## src/rtl/ghost_csr_bank_pkg.sv

```systemverilog
// rtl/ghost_csr_bank_pkg.sv - shared address offsets and parameter limits for the CSR bank
package ghost_csr_pkg;

  // Fixed register offsets, word addressed relative to the block base
  localparam int FLAGS_ADDR  = 'h10;
  localparam int SNAP_ADDR   = 'h11;
  localparam int MASK_ADDR   = 'h12;
  localparam int SHADOW_BASE = 'h20;

  // Legal parameter ranges; the address map assumes these hold
  localparam int NREG_MIN     = 1;
  localparam int NREG_MAX     = 16;
  localparam int NCH_MIN      = 1;
  localparam int NCH_MAX      = 16;
  localparam int RAM_BASE_MIN = 'h40;

endpackage

```

## src/rtl/ghost_csr_bank_if.sv

```systemverilog
// rtl/ghost_csr_bank_if.sv - GhostBus host port bundle with host and bank views
interface ghost_csr_bank_if #(
  parameter int AW = 24,
  parameter int DW = 32
);

  logic [AW-1:0] gb_addr;
  logic [DW-1:0] gb_wdata;
  logic          gb_we;
  logic          gb_re;
  logic [DW-1:0] gb_rdata;
  logic          gb_rvalid;

  modport master (
    output gb_addr, gb_wdata, gb_we, gb_re,
    input  gb_rdata, gb_rvalid
  );

  modport slave (
    input  gb_addr, gb_wdata, gb_we, gb_re,
    output gb_rdata, gb_rvalid
  );

endinterface

```

## src/rtl/ghost_csr_bank_evt_counter.sv

```systemverilog
// rtl/ghost_csr_bank_evt_counter.sv - one saturating event counter with clear and saturation pulse
module ghost_evt_counter #(
  parameter int CW = 16
) (
  input  logic          clk,
  input  logic          rst,
  input  logic          evt,
  input  logic          clr,
  output logic [CW-1:0] count,
  output logic          sat_set
);

  localparam logic [CW-1:0] MAX = '1;

  logic [CW-1:0] count_q;
  logic [CW-1:0] count_d;

  // Next count: clear wins over increment, but an event in the clear cycle is still counted
  always_comb begin
    count_d = count_q;
    if (clr) begin
      count_d = evt ? CW'(1) : '0;
    end else if (evt && (count_q != MAX)) begin
      count_d = count_q + CW'(1);
    end
  end

  // Pulse only on the increment that lands on the maximum, not while parked there
  assign sat_set = evt && (count_d == MAX) && (clr || (count_q != MAX));
  assign count   = count_q;

  // Counter state register
  always_ff @(posedge clk) begin
    if (rst) begin
      count_q <= '0;
    end else begin
      count_q <= count_d;
    end
  end

endmodule

```

## src/rtl/ghost_csr_bank.sv

```systemverilog
// rtl/ghost_csr_bank.sv - control regs, snapshot counters, W1C flags with irq, and RAM window
module ghost_csr_bank
  import ghost_csr_pkg::*;
#(
  parameter int            AW        = 24,
  parameter int            DW        = 32,
  parameter int            NREG      = 4,
  parameter logic [DW-1:0] RESET_VAL = '0,
  parameter int            NCH       = 4,
  parameter int            CW        = 16,
  parameter int            RAM_AW    = 3,
  parameter int            RAM_DW    = 4,
  parameter int            RAM_BASE  = 'h40
) (
  input  logic                 clk,
  input  logic                 rst,
  ghost_csr_bank_if.slave      gb,
  output logic [NREG*DW-1:0]   ctrl_out,
  input  logic [NCH-1:0]       evt_in,
  output logic                 irq
);

  localparam logic [AW-1:0]        A_FLAGS = AW'(FLAGS_ADDR);
  localparam logic [AW-1:0]        A_SNAP  = AW'(SNAP_ADDR);
  localparam logic [AW-1:0]        A_MASK  = AW'(MASK_ADDR);
  localparam logic [AW-RAM_AW-1:0] RAM_TAG = (AW-RAM_AW)'(RAM_BASE >> RAM_AW);

  logic [DW-1:0]     ctrl_q   [NREG];
  logic [NCH-1:0]    flags_q;
  logic [NCH-1:0]    mask_q;
  logic [CW-1:0]     shadow_q [NCH];
  logic [CW-1:0]     count    [NCH];
  logic [NCH-1:0]    sat_vec;
  logic [RAM_DW-1:0] mem      [2**RAM_AW];

  logic [DW-1:0]     rdata_q;
  logic              rvalid_q;
  logic              irq_q;
  logic [DW-1:0]     rd_val;

  logic              is_ram;
  logic [RAM_AW-1:0] ram_idx;
  logic              snap_we;
  logic              snap_clr;
  logic [NCH-1:0]    w1c;

  assign is_ram   = (gb.gb_addr[AW-1:RAM_AW] == RAM_TAG);
  assign ram_idx  = gb.gb_addr[RAM_AW-1:0];
  assign snap_we  = gb.gb_we && (gb.gb_addr == A_SNAP);
  assign snap_clr = snap_we && gb.gb_wdata[0];
  assign w1c      = (gb.gb_we && (gb.gb_addr == A_FLAGS)) ? gb.gb_wdata[NCH-1:0] : '0;

  for (genvar ch = 0; ch < NCH; ch++) begin : g_ch
    ghost_evt_counter #(.CW(CW)) u_cnt (
      .clk     (clk),
      .rst     (rst),
      .evt     (evt_in[ch]),
      .clr     (snap_clr),
      .count   (count[ch]),
      .sat_set (sat_vec[ch])
    );
  end

  for (genvar i = 0; i < NREG; i++) begin : g_ctrl_out
    assign ctrl_out[i*DW +: DW] = ctrl_q[i];
  end

  // Read mux over current state, so a same-cycle write is not yet visible to the read
  always_comb begin
    rd_val = '0;
    for (int i = 0; i < NREG; i++) begin
      if (gb.gb_addr == AW'(i)) rd_val = ctrl_q[i];
    end
    if (gb.gb_addr == A_FLAGS) rd_val = DW'(flags_q);
    if (gb.gb_addr == A_MASK)  rd_val = DW'(mask_q);
    for (int ch = 0; ch < NCH; ch++) begin
      if (gb.gb_addr == AW'(SHADOW_BASE + ch)) rd_val = DW'(shadow_q[ch]);
    end
    if (is_ram) rd_val = DW'(mem[ram_idx]);
  end

  // Control register writes
  always_ff @(posedge clk) begin
    if (rst) begin
      for (int i = 0; i < NREG; i++) ctrl_q[i] <= RESET_VAL;
    end else if (gb.gb_we) begin
      for (int i = 0; i < NREG; i++) begin
        if (gb.gb_addr == AW'(i)) ctrl_q[i] <= gb.gb_wdata;
      end
    end
  end

  // Sticky flags: saturation sets override a same-cycle write-one-to-clear
  always_ff @(posedge clk) begin
    if (rst) begin
      flags_q <= '0;
      mask_q  <= '0;
    end else begin
      flags_q <= (flags_q & ~w1c) | sat_vec;
      if (gb.gb_we && (gb.gb_addr == A_MASK)) mask_q <= gb.gb_wdata[NCH-1:0];
    end
  end

  // Snapshot copies every counter in the same edge so the host sees a coherent set
  always_ff @(posedge clk) begin
    if (rst) begin
      for (int ch = 0; ch < NCH; ch++) shadow_q[ch] <= '0;
    end else if (snap_we) begin
      for (int ch = 0; ch < NCH; ch++) shadow_q[ch] <= count[ch];
    end
  end

  // RAM window write port; contents deliberately survive reset
  always_ff @(posedge clk) begin
    if (gb.gb_we && is_ram) mem[ram_idx] <= gb.gb_wdata[RAM_DW-1:0];
  end

  // Registered read response and interrupt; rdata holds between responses
  always_ff @(posedge clk) begin
    if (rst) begin
      rdata_q  <= '0;
      rvalid_q <= 1'b0;
      irq_q    <= 1'b0;
    end else begin
      rvalid_q <= gb.gb_re;
      if (gb.gb_re) rdata_q <= rd_val;
      irq_q <= |(flags_q & mask_q);
    end
  end

  assign gb.gb_rdata  = rdata_q;
  assign gb.gb_rvalid = rvalid_q;
  assign irq          = irq_q;

endmodule

```

## src/flat_wrapper.sv

```systemverilog
// flat-port wrapper written by rule: the top's interface ports become plain ports
module ghost_csr_bank_flat import ghost_csr_pkg::*;
#(
  parameter int            AW        = 24,
  parameter int            DW        = 32,
  parameter int            NREG      = 4,
  parameter logic [DW-1:0] RESET_VAL = '0,
  parameter int            NCH       = 4,
  parameter int            CW        = 16,
  parameter int            RAM_AW    = 3,
  parameter int            RAM_DW    = 4,
  parameter int            RAM_BASE  = 'h40
)
  (clk, rst, ctrl_out, evt_in, irq, gb_gb_addr, gb_gb_wdata, gb_gb_we, gb_gb_re, gb_gb_rdata, gb_gb_rvalid);
  ghost_csr_bank_if #(.AW(AW), .DW(DW)) gb_i ();
  input  logic clk;
  input  logic rst;
  output logic [NREG*DW-1:0] ctrl_out;
  input  logic [NCH-1:0] evt_in;
  output logic irq;
  input wire logic [$bits(gb_i.gb_addr)-1:0] gb_gb_addr;
  input wire logic [$bits(gb_i.gb_wdata)-1:0] gb_gb_wdata;
  input wire logic [$bits(gb_i.gb_we)-1:0] gb_gb_we;
  input wire logic [$bits(gb_i.gb_re)-1:0] gb_gb_re;
  output wire logic [$bits(gb_i.gb_rdata)-1:0] gb_gb_rdata;
  output wire logic [$bits(gb_i.gb_rvalid)-1:0] gb_gb_rvalid;
  assign gb_i.gb_addr = gb_gb_addr;
  assign gb_i.gb_wdata = gb_gb_wdata;
  assign gb_i.gb_we = gb_gb_we;
  assign gb_i.gb_re = gb_gb_re;
  assign gb_gb_rdata = gb_i.gb_rdata;
  assign gb_gb_rvalid = gb_i.gb_rvalid;
  ghost_csr_bank #(.AW(AW), .DW(DW), .NREG(NREG), .RESET_VAL(RESET_VAL), .NCH(NCH), .CW(CW), .RAM_AW(RAM_AW), .RAM_DW(RAM_DW), .RAM_BASE(RAM_BASE)) u_core (.clk(clk), .rst(rst), .gb(gb_i), .ctrl_out(ctrl_out), .evt_in(evt_in), .irq(irq));
endmodule
```

## config.mk

```make
export PLATFORM = sky130hd
export DESIGN_NAME = ghost_csr_bank_flat
export DESIGN_NICKNAME = d
export VERILOG_FILES = /design/src/rtl/ghost_csr_bank_pkg.sv /design/src/rtl/ghost_csr_bank_if.sv /design/src/rtl/ghost_csr_bank_evt_counter.sv /design/src/rtl/ghost_csr_bank.sv /design/src/flat_wrapper.sv
export SDC_FILE = /design/constraint.sdc
export NUM_CORES = 1
export LEC_CHECK = 0
export CAP_MARGIN = 0
export CORE_MARGIN = 1
export CORE_UTILIZATION = 45
export DETAILED_ROUTE_END_ITERATION = 6
export PLACE_DENSITY = 0.68
export SYNTH_ARGS = -nofsm -noshare
export SYNTH_HDL_FRONTEND = slang
export SYNTH_SLANG_ARGS = --single-unit
```

## constraint.sdc

```tcl
create_clock -name clk -period 5.91 [get_ports clk]
set_input_delay 0.8865 -clock clk [delete_from_list [all_inputs] [get_ports clk]]
set_output_delay 0.8865 -clock clk [all_outputs]
set_load 0.01 [all_outputs]
```

==> results of run 1 <==
-- state kept, by name (all words and copies together) (netlist names) --
signal                   count
u_core.g_ch.u_cnt.count     64
u_core.ctrl_q              128
u_core.flags_q               4
u_core.shadow_q             64
u_core.gb.gb_rvalid          1
u_core.irq                   1
u_core.gb.gb_rdata          32
u_core.mem                  32
u_core.mask_q                4
-- cell families after synthesis --
group / after synthesis / share of synthesized area
flops: 330 / 0.593
xor+xnor: 49 / 0.0287
fa+ha+maj: 4 / 0.00335
buf+inv: 89 / 0.0282
simple gates: 583 / 0.216
mux: 22 / 0.0216
compound gates: 241 / 0.110
-- stage by stage --
stage / total power, mW / hold WS [ns] / cells / util / area [um^2]
2_1_floorplan: 2.72 / 0.441 / 1318 / - / 14900
3_3_place_gp: 2.92 / 0.434 / 1934 / 0.539 / 17600
3_5_place_dp: 2.92 / 0.442 / 1934 / 0.539 / 17600
4_1_cts: 5.17 / 0.456 / 2000 / 0.576 / 18800
5_1_grt: 5.28 / 0.484 / 2000 / 0.576 / 18800
6_report: 5.14 / 0.450 / 2000 / 0.576 / 18800
-- critical path: cells and delay by family --
kind	cells	cell delay, ns
buffers and inverters	1	0.40
AND/OR/NAND/NOR	6	3.10
AO/OA/AOI/OAI	1	0.21
-- synth_stat cells (13+ instances only) --
cell and count:
a21oi_1 36, a221oi_1 20, a22o_1 20, a22oi_1 13, and2_1 189, buf_2 18, clkbuf_1 44, dfxtp_1 106
edfxtp_1 224, inv_1 16, nand2_1 84, nand3_1 28, nand4_1 22, nor2_1 123, nor3_1 32, nor4_1 19
o21ai_0 63, xnor2_1 19, xor2_1 30
-- how the worst min path moves through the flow --
stage                           startpoint                endpoint  cells past startpoint
floorplan           u_core.shadow_q[3][12]  u_core.gb.gb_rdata[12]                      2
global placement    u_core.gb.gb_rdata[20]  u_core.gb.gb_rdata[20]                      2
detailed placement  u_core.gb.gb_rdata[20]  u_core.gb.gb_rdata[20]                      2
CTS                 u_core.gb.gb_rdata[20]  u_core.gb.gb_rdata[20]                      2
global route        u_core.gb.gb_rdata[23]  u_core.gb.gb_rdata[23]                      2
finish              u_core.gb.gb_rdata[19]  u_core.gb.gb_rdata[19]                      2
-- routing by layer --
| layer | vias to the layer above | part of all wire | GRT usage |
|---|---|---|---|
| met2 | 434 | 0.47 | 0.419 |
| met5 | - | 0 | 0 |
| li1 | 5263 | - | - |
| met3 | 67 | 0.070 | 0.0435 |
| met1 | 5479 | 0.43 | 0.335 |
| met4 | 0 | 0.027 | 0.0767 |
-- power groups by stage --
| stage | registers [mW] | clock network, mW | logic, mW |
|---|---|---|---|
| final | 2.58 | 2.26 | 0.297 |
| after global routing | 2.58 | 2.38 | 0.315 |
| after CTS | 2.58 | 2.29 | 0.299 |
| after detailed placement | 2.63 | 0 | 0.298 |
| after global placement | 2.63 | 0 | 0.295 |
| after floorplan | 2.63 | 0 | 0.0827 |
-- cell type report --
cell class                 instances  area share
clock buffer                      48      0.0542
clock inverter                    18     0.00959
inverter                          16     0.00320
multi-input combinational        899       0.304
sequential                       330       0.471
tap                              442      0.0294
timing repair buffer             247       0.128
==> reports/results.tsv, run 1 <==
metric	value	unit
Cell Rows	66	
Slew Viols, Final	0	
synth unique cells	77	
Die Ht	184	um
Register-to-Register Path Depth	8	
Syn Nets	1386	
multi-input logic area	5710	um^2
sequential share of power	0.502	
Yosys top cell area share	0.451	
outcome	finished clean	
CP Cell Sequence	clkdlybuf4s50_1 > nor4_1 > nand4_1 > nor2_1 > and3_1 > nor3_1 > nand2_1 > o21ai_0	
worst flop-to-flop path startpoint	u_core.g_ch[3].u_cnt.count[0]	
root buffer cell	clkbuf_16	
Worst Slack Setup Final	1.66	ns
Clk Latency, worst-skew pair	0.51	ns
register area share after synthesis	0.593	
most frequent cells in the layout	clkdlybuf4s50_1, edfxtp_1, and2_1, nor2_1, dfxtp_1	
Max Clock Skew	0.0113	ns
NetSw	1.12	mW
area grow syn2layout	25.8	%
Synth area leaders	edfxtp_1, dfxtp_1, and2_1	
CP endpoint	u_core.gb.gb_rdata[31]	
Critical Setup Path Class	primary input to flip-flop	
Gate power share	0.058	
clock tree sinks	330	
largest fanout on the critical path	16	
full die area	33900	um^2
Initial Util	0.458	
warnings from Yosys	0	
pwr dens	273	nW/um^2
Max-Cap Viols	0	
worst-margin pin slew	1.20	ns
Clock transition at path regs	0.06	ns
TNS Setup	0	ns
post-synthesis register bit count	330	
Critical Path Max Stage Delay	0.73	ns
vias in the first global route	10800	
CTS buffer count	36	
grt total ovfl	0	
first drt pass iteration count	5	
Placer Congestion	0.885	
post-CTS resize count	0	
RR Endpoint	u_core.flags_q[3]	
switching share of power	0.217	
setup fix buffers added after clock tree synthesis	0	
Crit-path slowest cell	nor4_1	
fillers	2692	
Max Clock Freq	235	MHz
CTS hold repair buffers	0	
largest net degree at the start of global routing	65	
Iteration-0 DRC Markers	1051	
endpoints failing hold	0	
initial antenna violation count	0	
post-route minimum period	4.25	ns
I/O Buffers	225	
vias	11200	
IO Pins	226	
ys async rst share	0	
post-synthesis cell count	1318	
final wirelength	42.6	mm
routed len/inst	21.3	um
Slew headroom	0.196	
crit path capture type	flip-flop	
mapped cell area	14900	um^2
CTS tree	built	
Synth Area per Inst	11.3	um^2
Post-synth top flop	edfxtp_1	
kind of start point of the critical path	primary input	
P_int	4.02	mW
HPWL Detailed	30.1	mm
critical path required time	6.27	ns
clock share of power	0.440	
worst slack, placed	1.25	ns
htree depth	2	
Die Wd	184	um
flop-to-flop setup slack	2.86	ns
IR Drop Worst-Case VDD	165	uV
Core Area	32600	um^2
Post-synth EDFFs	224	
drt via density	5.62	
Tcrit/Tclk final	0.719	
Tot GR Track Use	0.251	
sequential cell area	8850	um^2
Longest Clk Path Bufs	3	
first-pass GRT wire length	64.4	mm
CP Data Arrival Time	4.61	ns
Setup crit start	gb_gb_addr[14]	
ANT cells	0	
cell taking the most area after synthesis	edfxtp_1	
# DRC	0	
worst min path class	flip-flop to flip-flop	
Antenna Nets Post-Route	0	
Leakage Power	6.33	nW
final setup vio count	0	
share of layout cells above drive strength 1	0.0815	
Final #Nets	1598	
unrepaired setup endpoints after global routing	false	
Power figures use the tool's default switching activity.
==> run 2: changes to the inputs <==
--- a/config.mk
+++ b/config.mk
@@ -9,7 +9,7 @@
 export CORE_MARGIN = 1
 export CORE_UTILIZATION = 45
 export DETAILED_ROUTE_END_ITERATION = 6
-export PLACE_DENSITY = 0.68
+export PLACE_DENSITY = 0.71
 export SYNTH_ARGS = -nofsm -noshare
 export SYNTH_HDL_FRONTEND = slang
 export SYNTH_SLANG_ARGS = --single-unit
==> constraint.sdc (replaced) <==
create_clock -name clk -period 3.6 [get_ports clk]
set_input_delay 0.54 -clock clk [delete_from_list [all_inputs] [get_ports clk]]
set_output_delay 0.54 -clock clk [all_outputs]
set_load 0.01 [all_outputs]
==> run 2 against run 1 <==
  * First-iteration DRC count up 11%
  * Highest routed layer unchanged
  * Critical path type is now flip-flop to flip-flop
  * Non-clock buffer count up 34
  * Critical path depth unchanged
==> reports/results.tsv, run 2 (same netlist as run 1, synthesis figures left out) <==
metric	value	unit	change
first-pass GRT wire length	66.1	mm	+2.6%
largest fanout on the critical path	6		-10
Iteration-0 DRC Markers	1171		+11%
CP Cell Sequence	ha_1 > nand3_2 > or3_1 > o21ai_0 > nor2_1 > xnor2_1 > or4b_1 > o41ai_2		
unrepaired setup endpoints after global routing	false		
share of layout cells above drive strength 1	0.101		+0.0198
first drt pass iteration count	6		+1
drt via density	5.68		+1.0%
Placer Congestion	0.910		+2.8%
htree depth	2		unchanged
Die Ht	184	um	unchanged
Clk Latency, worst-skew pair	0.53	ns	+0.02 ns
flop-to-flop setup slack	0.48	ns	-2.38 ns
worst flop-to-flop path startpoint	u_core.g_ch[3].u_cnt.count[0]		
final wirelength	43.1	mm	+1.1%
final instance area	19000	um^2	+1.4%
number of cells on the critical path	8		unchanged
fillers	2661		-1.2%
initial antenna violation count	3		+3
Biggest register	u_core.ctrl_q		
area grow syn2layout	27.6	%	
Antenna Nets Post-Route	0		unchanged
largest net degree at the start of global routing	65		unchanged
Cell Rows	66		unchanged
Tot Pwr	8.41	mW	+64%
pwr dens	441	nW/um^2	+61%
worst min path class	flip-flop to flip-flop		
CTS hold repair buffers	0		unchanged
Final #Nets	1631		+2.1%
kind of start point of the critical path	flip-flop		
I/O Buffers	225		unchanged
final core utilization	0.584		+0.00817
Tot GR Track Use	0.256		+0.00413
vias in the first global route	11200		+3.4%
post-route minimum period	3.12	ns	
Hold EP	u_core.gb.gb_rdata[28]		
Gate power share	0.060		+0.002
max reg flops	128		unchanged
Max-Cap Viols	0		unchanged
Worst Min Path Start	u_core.gb.gb_rdata[28]		
switching share of power	0.221		+0.00397
Clock transition at path regs	0.06	ns	about the same
crit path capture type	flip-flop		
CTS buffer count	35		-2.8%
Worst path top cell family by delay	simple AND/OR/NAND/NOR gates		
grt total ovfl	0		unchanged
outcome	finished clean		
Tcrit/Tclk final	0.866		
Crit-path slowest cell	o21ai_0		
Leakage Power	6.50	nW	+2.7%
Slew headroom	0.117		-0.0791
endpoints failing hold	0		unchanged
most frequent cells in the layout	clkdlybuf4s50_1, edfxtp_1, and2_1, nor2_1, dfxtp_1		
root buffer cell	clkbuf_16		
vias	11500		+2.7%
# DRC	0		unchanged
CP Data Arrival Time	3.53	ns	-1.08 ns
worst-margin pin slew	1.31	ns	+0.110 ns
Initial Util	0.458		unchanged
TNS Setup	0	ns	unchanged
setup fix buffers added after clock tree synthesis	0		unchanged
DP Area	17900	um^2	+1.7%
critical path required time	4.01	ns	-2.26 ns
Max Clock Freq	321	MHz	
IR Drop Worst-Case VDD	346	uV	+110%
Max Clock Skew	0.0122	ns	+0.000936 ns
NetSw	1.86	mW	+67%
Die Wd	184	um	unchanged
RR Endpoint	u_core.flags_q[3]		
Critical Setup Path Class	flip-flop to flip-flop		
CTS tree	built		
Longest Clk Path Bufs	3		unchanged
Register-to-Register Path Depth	8		unchanged
IO Pins	226		unchanged
sequential share of power	0.504		+0.002
Buf+Inv Stages, Crit Path	0		-1
P_int	6.54	mW	+63%
post-CTS resize count	0		unchanged
clock tree sinks	330		unchanged
clock share of power	0.436		-0.004
HPWL Detailed	31.2	mm	+3.7%
final setup vio count	0		unchanged
routed len/inst	21.2	um	-0.56%
full die area	33900	um^2	unchanged
hold depth	2		unchanged
Core Area	32600	um^2	unchanged
Critical Path Max Stage Delay	0.56	ns	-0.17 ns
Slew Viols, Final	0		unchanged
run 2: cell count changes in the layout (fill, tap and decap cells not counted), moves of 2 or more:
| cell | delta |
|---|---|
| buf_4 | +31 |
| buf_12 | +3 |
| diode_2 | +3 |
| clkinv_2 | +4 |
| clkinv_1 | +2 |
| clkbuf_1 | -5 |
| clkbuf_8 | -4 |
run 2: how the worst max path moves through the flow:
stage                                   from                    to
2_1_floorplan                 gb_gb_addr[14]  u_core.ctrl_q[0][32]
3_3_place_gp                  gb_gb_addr[10]     u_core.flags_q[3]
3_5_place_dp                  gb_gb_addr[10]      u_core.mem[0][1]
4_1_cts        u_core.g_ch[3].u_cnt.count[0]     u_core.flags_q[3]
5_1_grt        u_core.g_ch[3].u_cnt.count[0]     u_core.flags_q[3]
6_report       u_core.g_ch[3].u_cnt.count[0]     u_core.flags_q[3]
run 2: per-layer routing:
| layer | vias up | routed length, um | GRT usage |
|---|---|---|---|
| li1 | 5312 | - | - |
| met1 | 5616 | 17700 | 0.331 |
| met2 | 513 | 20400 | 0.422 |
| met3 | 107 | 3200 | 0.0437 |
| met4 | 0 | 1780 | 0.111 |
| met5 | - | 0 | 0 |
run 2: through the flow:
step           hold WS (ns)  cells  worst slack [ns]
2_1_floorplan         0.441   1318             0.364
3_3_place_gp          0.435   1968             0.341
3_5_place_dp          0.442   1968             0.275
4_1_cts               0.455   2031             0.494
5_1_grt               0.480   2032             0.281
6_report              0.449   2034             0.484
run 2: area by class of cell:
cell class / count / area (um^2) / share of cell area
Multi-Input combinational cell: 899 / 5710 / 0.300
Timing Repair Buffer: 281 / 2710 / 0.142
Clock buffer: 38 / 918 / 0.0482
Antenna cell: 3 / 7.51 / 0.000394
Tap cell: 442 / 553 / 0.0290
Sequential cell: 330 / 8850 / 0.465
Inverter: 16 / 60.1 / 0.00315
Clock inverter: 25 / 245 / 0.0129
run 2: tightest hold or removal path, cell delays in order, from the launching register on:
cell	delay, ns
dfxtp_1	0.32
nand2_1	0.04
o21ai_0	0.05
run 2: power by group through the flow:
stage	registers [mW]	clock network [mW]	logic [mW]
after floorplan	4.32	0	0.137
after global placement	4.31	0	0.500
after detailed placement	4.31	0	0.506
after CTS	4.23	3.71	0.508
after global routing	4.24	3.84	0.535
final	4.23	3.67	0.506
==> run 3: changes to the inputs <==
--- a/config.mk
+++ b/config.mk
@@ -9,7 +9,7 @@
 export CORE_MARGIN = 1
 export CORE_UTILIZATION = 45
 export DETAILED_ROUTE_END_ITERATION = 6
-export PLACE_DENSITY = 0.71
+export PLACE_DENSITY = 0.74
 export SYNTH_ARGS = -nofsm -noshare
 export SYNTH_HDL_FRONTEND = slang
 export SYNTH_SLANG_ARGS = --single-unit
==> run 3 against run 2 <==
  * Non-clock buffer count grew 3
  * Critical path type unchanged
  * Critical endpoint unchanged
  * First-iteration DRC count shrank 15%
  * Count of clock-buffer cells in the layout grew 3
==> reports/results.tsv, run 3 (same netlist as run 1, synthesis figures left out) <==
metric	value	unit	change
post-route minimum period	2.94	ns	-0.181 ns
Critical Path Max Stage Delay	0.55	ns	about the same
Cell Rows	66		unchanged
Longest Clk Path Bufs	3		unchanged
first-pass GRT wire length	66.4	mm	+0.47%
Biggest register	u_core.ctrl_q		
TNS Setup	0	ns	unchanged
Tcrit/Tclk final	0.815		-0.0502
kind of start point of the critical path	flip-flop		
Leakage Power	6.45	nW	-0.87%
Die Ht	184	um	unchanged
CP Cell Sequence	ha_1 > nand3_2 > or3_1 > o21ai_1 > nor2_1 > xnor2_1 > or4b_1 > o41ai_2		
post-CTS resize count	0		unchanged
sequential cell area	8850	um^2	unchanged
Core Area	32600	um^2	unchanged
Clock transition at path regs	0.07	ns	about the same
Iteration-0 DRC Markers	1001		-15%
Max-Cap Viols	0		unchanged
Max Clock Freq	341	MHz	+6.2%
Metal-1 WL	17.5	mm	-1.2%
CP Data Arrival Time	3.41	ns	-0.12 ns
Clk Latency, worst-skew pair	0.57	ns	+0.04 ns
Final #Nets	1630		-0.061%
HPWL Detailed	31.9	mm	+2.3%
clock tree sinks	330		unchanged
unrepaired setup endpoints after global routing	false		
routed len/inst	21.5	um	+1.4%
grt total ovfl	0		unchanged
critical path required time	4.07	ns	+0.06 ns
CTS hold repair buffers	0		unchanged
Critical Setup Path Class	flip-flop to flip-flop		
Tot GR Track Use	0.257		+0.00180
fillers	2689		+1.1%
endpoints failing hold	0		unchanged
vias in the first global route	11200		+0.55%
share of layout cells above drive strength 1	0.0964		-0.00491
most frequent cells in the layout	clkdlybuf4s50_1, edfxtp_1, and2_1, nor2_1, dfxtp_1		
drt via density	5.69		+0.23%
I/O Buffers	225		unchanged
crit path capture type	flip-flop		
Placer Congestion	0.923		+1.4%
CTS tree	built		
first drt pass iteration count	5		-1
Die Wd	184	um	unchanged
Slew Viols, Final	0		unchanged
worst-margin pin slew	0.756	ns	-0.551 ns
WL met3	3.39	mm	+6.0%
Slew headroom	0.492		+0.375
worst min path class	flip-flop to flip-flop		
Tot Pwr	8.02	mW	-4.6%
full die area	33900	um^2	unchanged
IO Pins	226		unchanged
htree depth	1		-1
initial antenna violation count	1		-2
outcome	finished clean		
root buffer cell	clkbuf_16		
Crit-path slowest cell	or4b_1		
largest fanout on the critical path	6		unchanged
Max Clock Skew	0.0131	ns	+0.000846 ns
Antenna Nets Post-Route	0		unchanged
pwr dens	423	nW/um^2	-4.1%
final wirelength	43.6	mm	+1.2%
final setup vio count	0		unchanged
CTS buffer count	31		-11%
max reg flops	128		unchanged
largest net degree at the start of global routing	65		unchanged
top sig layer	met4		
vias	11600		+0.087%
area grow syn2layout	26.9	%	
multi-input logic area	5710	um^2	unchanged
# DRC	0		unchanged
setup fix buffers added after clock tree synthesis	0		unchanged
met2 WL post-DR	21.2	mm	+3.7%
Initial Util	0.458		unchanged
IR Drop Worst-Case VDD	351	uV	+1.5%
## run 3: final cells by class
class                      instances  share of cell area
clock buffer                      41              0.0445
sequential                       330               0.467
multi-input combinational        899               0.301
timing repair buffer             284               0.146
clock inverter                    17             0.00858
tap                              442              0.0292
antenna                            2            0.000264
inverter                          16             0.00317
## run 3: through the flow
stage / instances / setup slack [ns] / area (um^2) / hold WS [ns] / utilization
6_report: 2031 / 0.664 / 18900 / 0.453 / 0.581
5_1_grt: 2030 / 0.497 / 18900 / 0.479 / 0.581
4_1_cts: 2029 / 0.708 / 18900 / 0.456 / 0.581
3_5_place_dp: 1971 / 0.368 / 17900 / 0.443 / 0.550
3_3_place_gp: 1971 / 0.388 / 17900 / 0.434 / 0.550
2_1_floorplan: 1318 / 0.364 / 14900 / 0.441 / -
## run 3: per-layer routing
layer | track usage | up-vias
met3 | 0.0375 | 80
met2 | 0.440 | 555
li1 | - | 5327
met1 | 0.329 | 5596
met4 | 0.100 | 0
met5 | 0 | -
## run 3: worst paths after layout
path,startpoint,end,slack (ns),cells after the start
hold / removal,u_core.gb.gb_rdata[18],u_core.gb.gb_rdata[18],0.45,2
setup reg to reg,u_core.g_ch[3].u_cnt.count[0],u_core.flags_q[3],0.66,8
hold reg to reg,u_core.gb.gb_rdata[18],u_core.gb.gb_rdata[18],0.45,2
setup / recovery,u_core.g_ch[3].u_cnt.count[0],u_core.flags_q[3],0.66,8
## run 3: critical path, delay by kind of cell (launching register included)
kind	cells	cell delay, ns
and+or+nand+nor	4	1.23
AOI/OAI and AO/OA	2	0.72
DFF	1	0.41
adders and majority gates	1	0.29
xor gates and xnor gates	1	0.18
## run 3: report_power, final
part | switching, mW | total [mW] | internal, mW
clock network | 1.41 | 3.27 | 1.86
registers | 0.0849 | 4.24 | 4.15
logic | 0.258 | 0.510 | 0.252
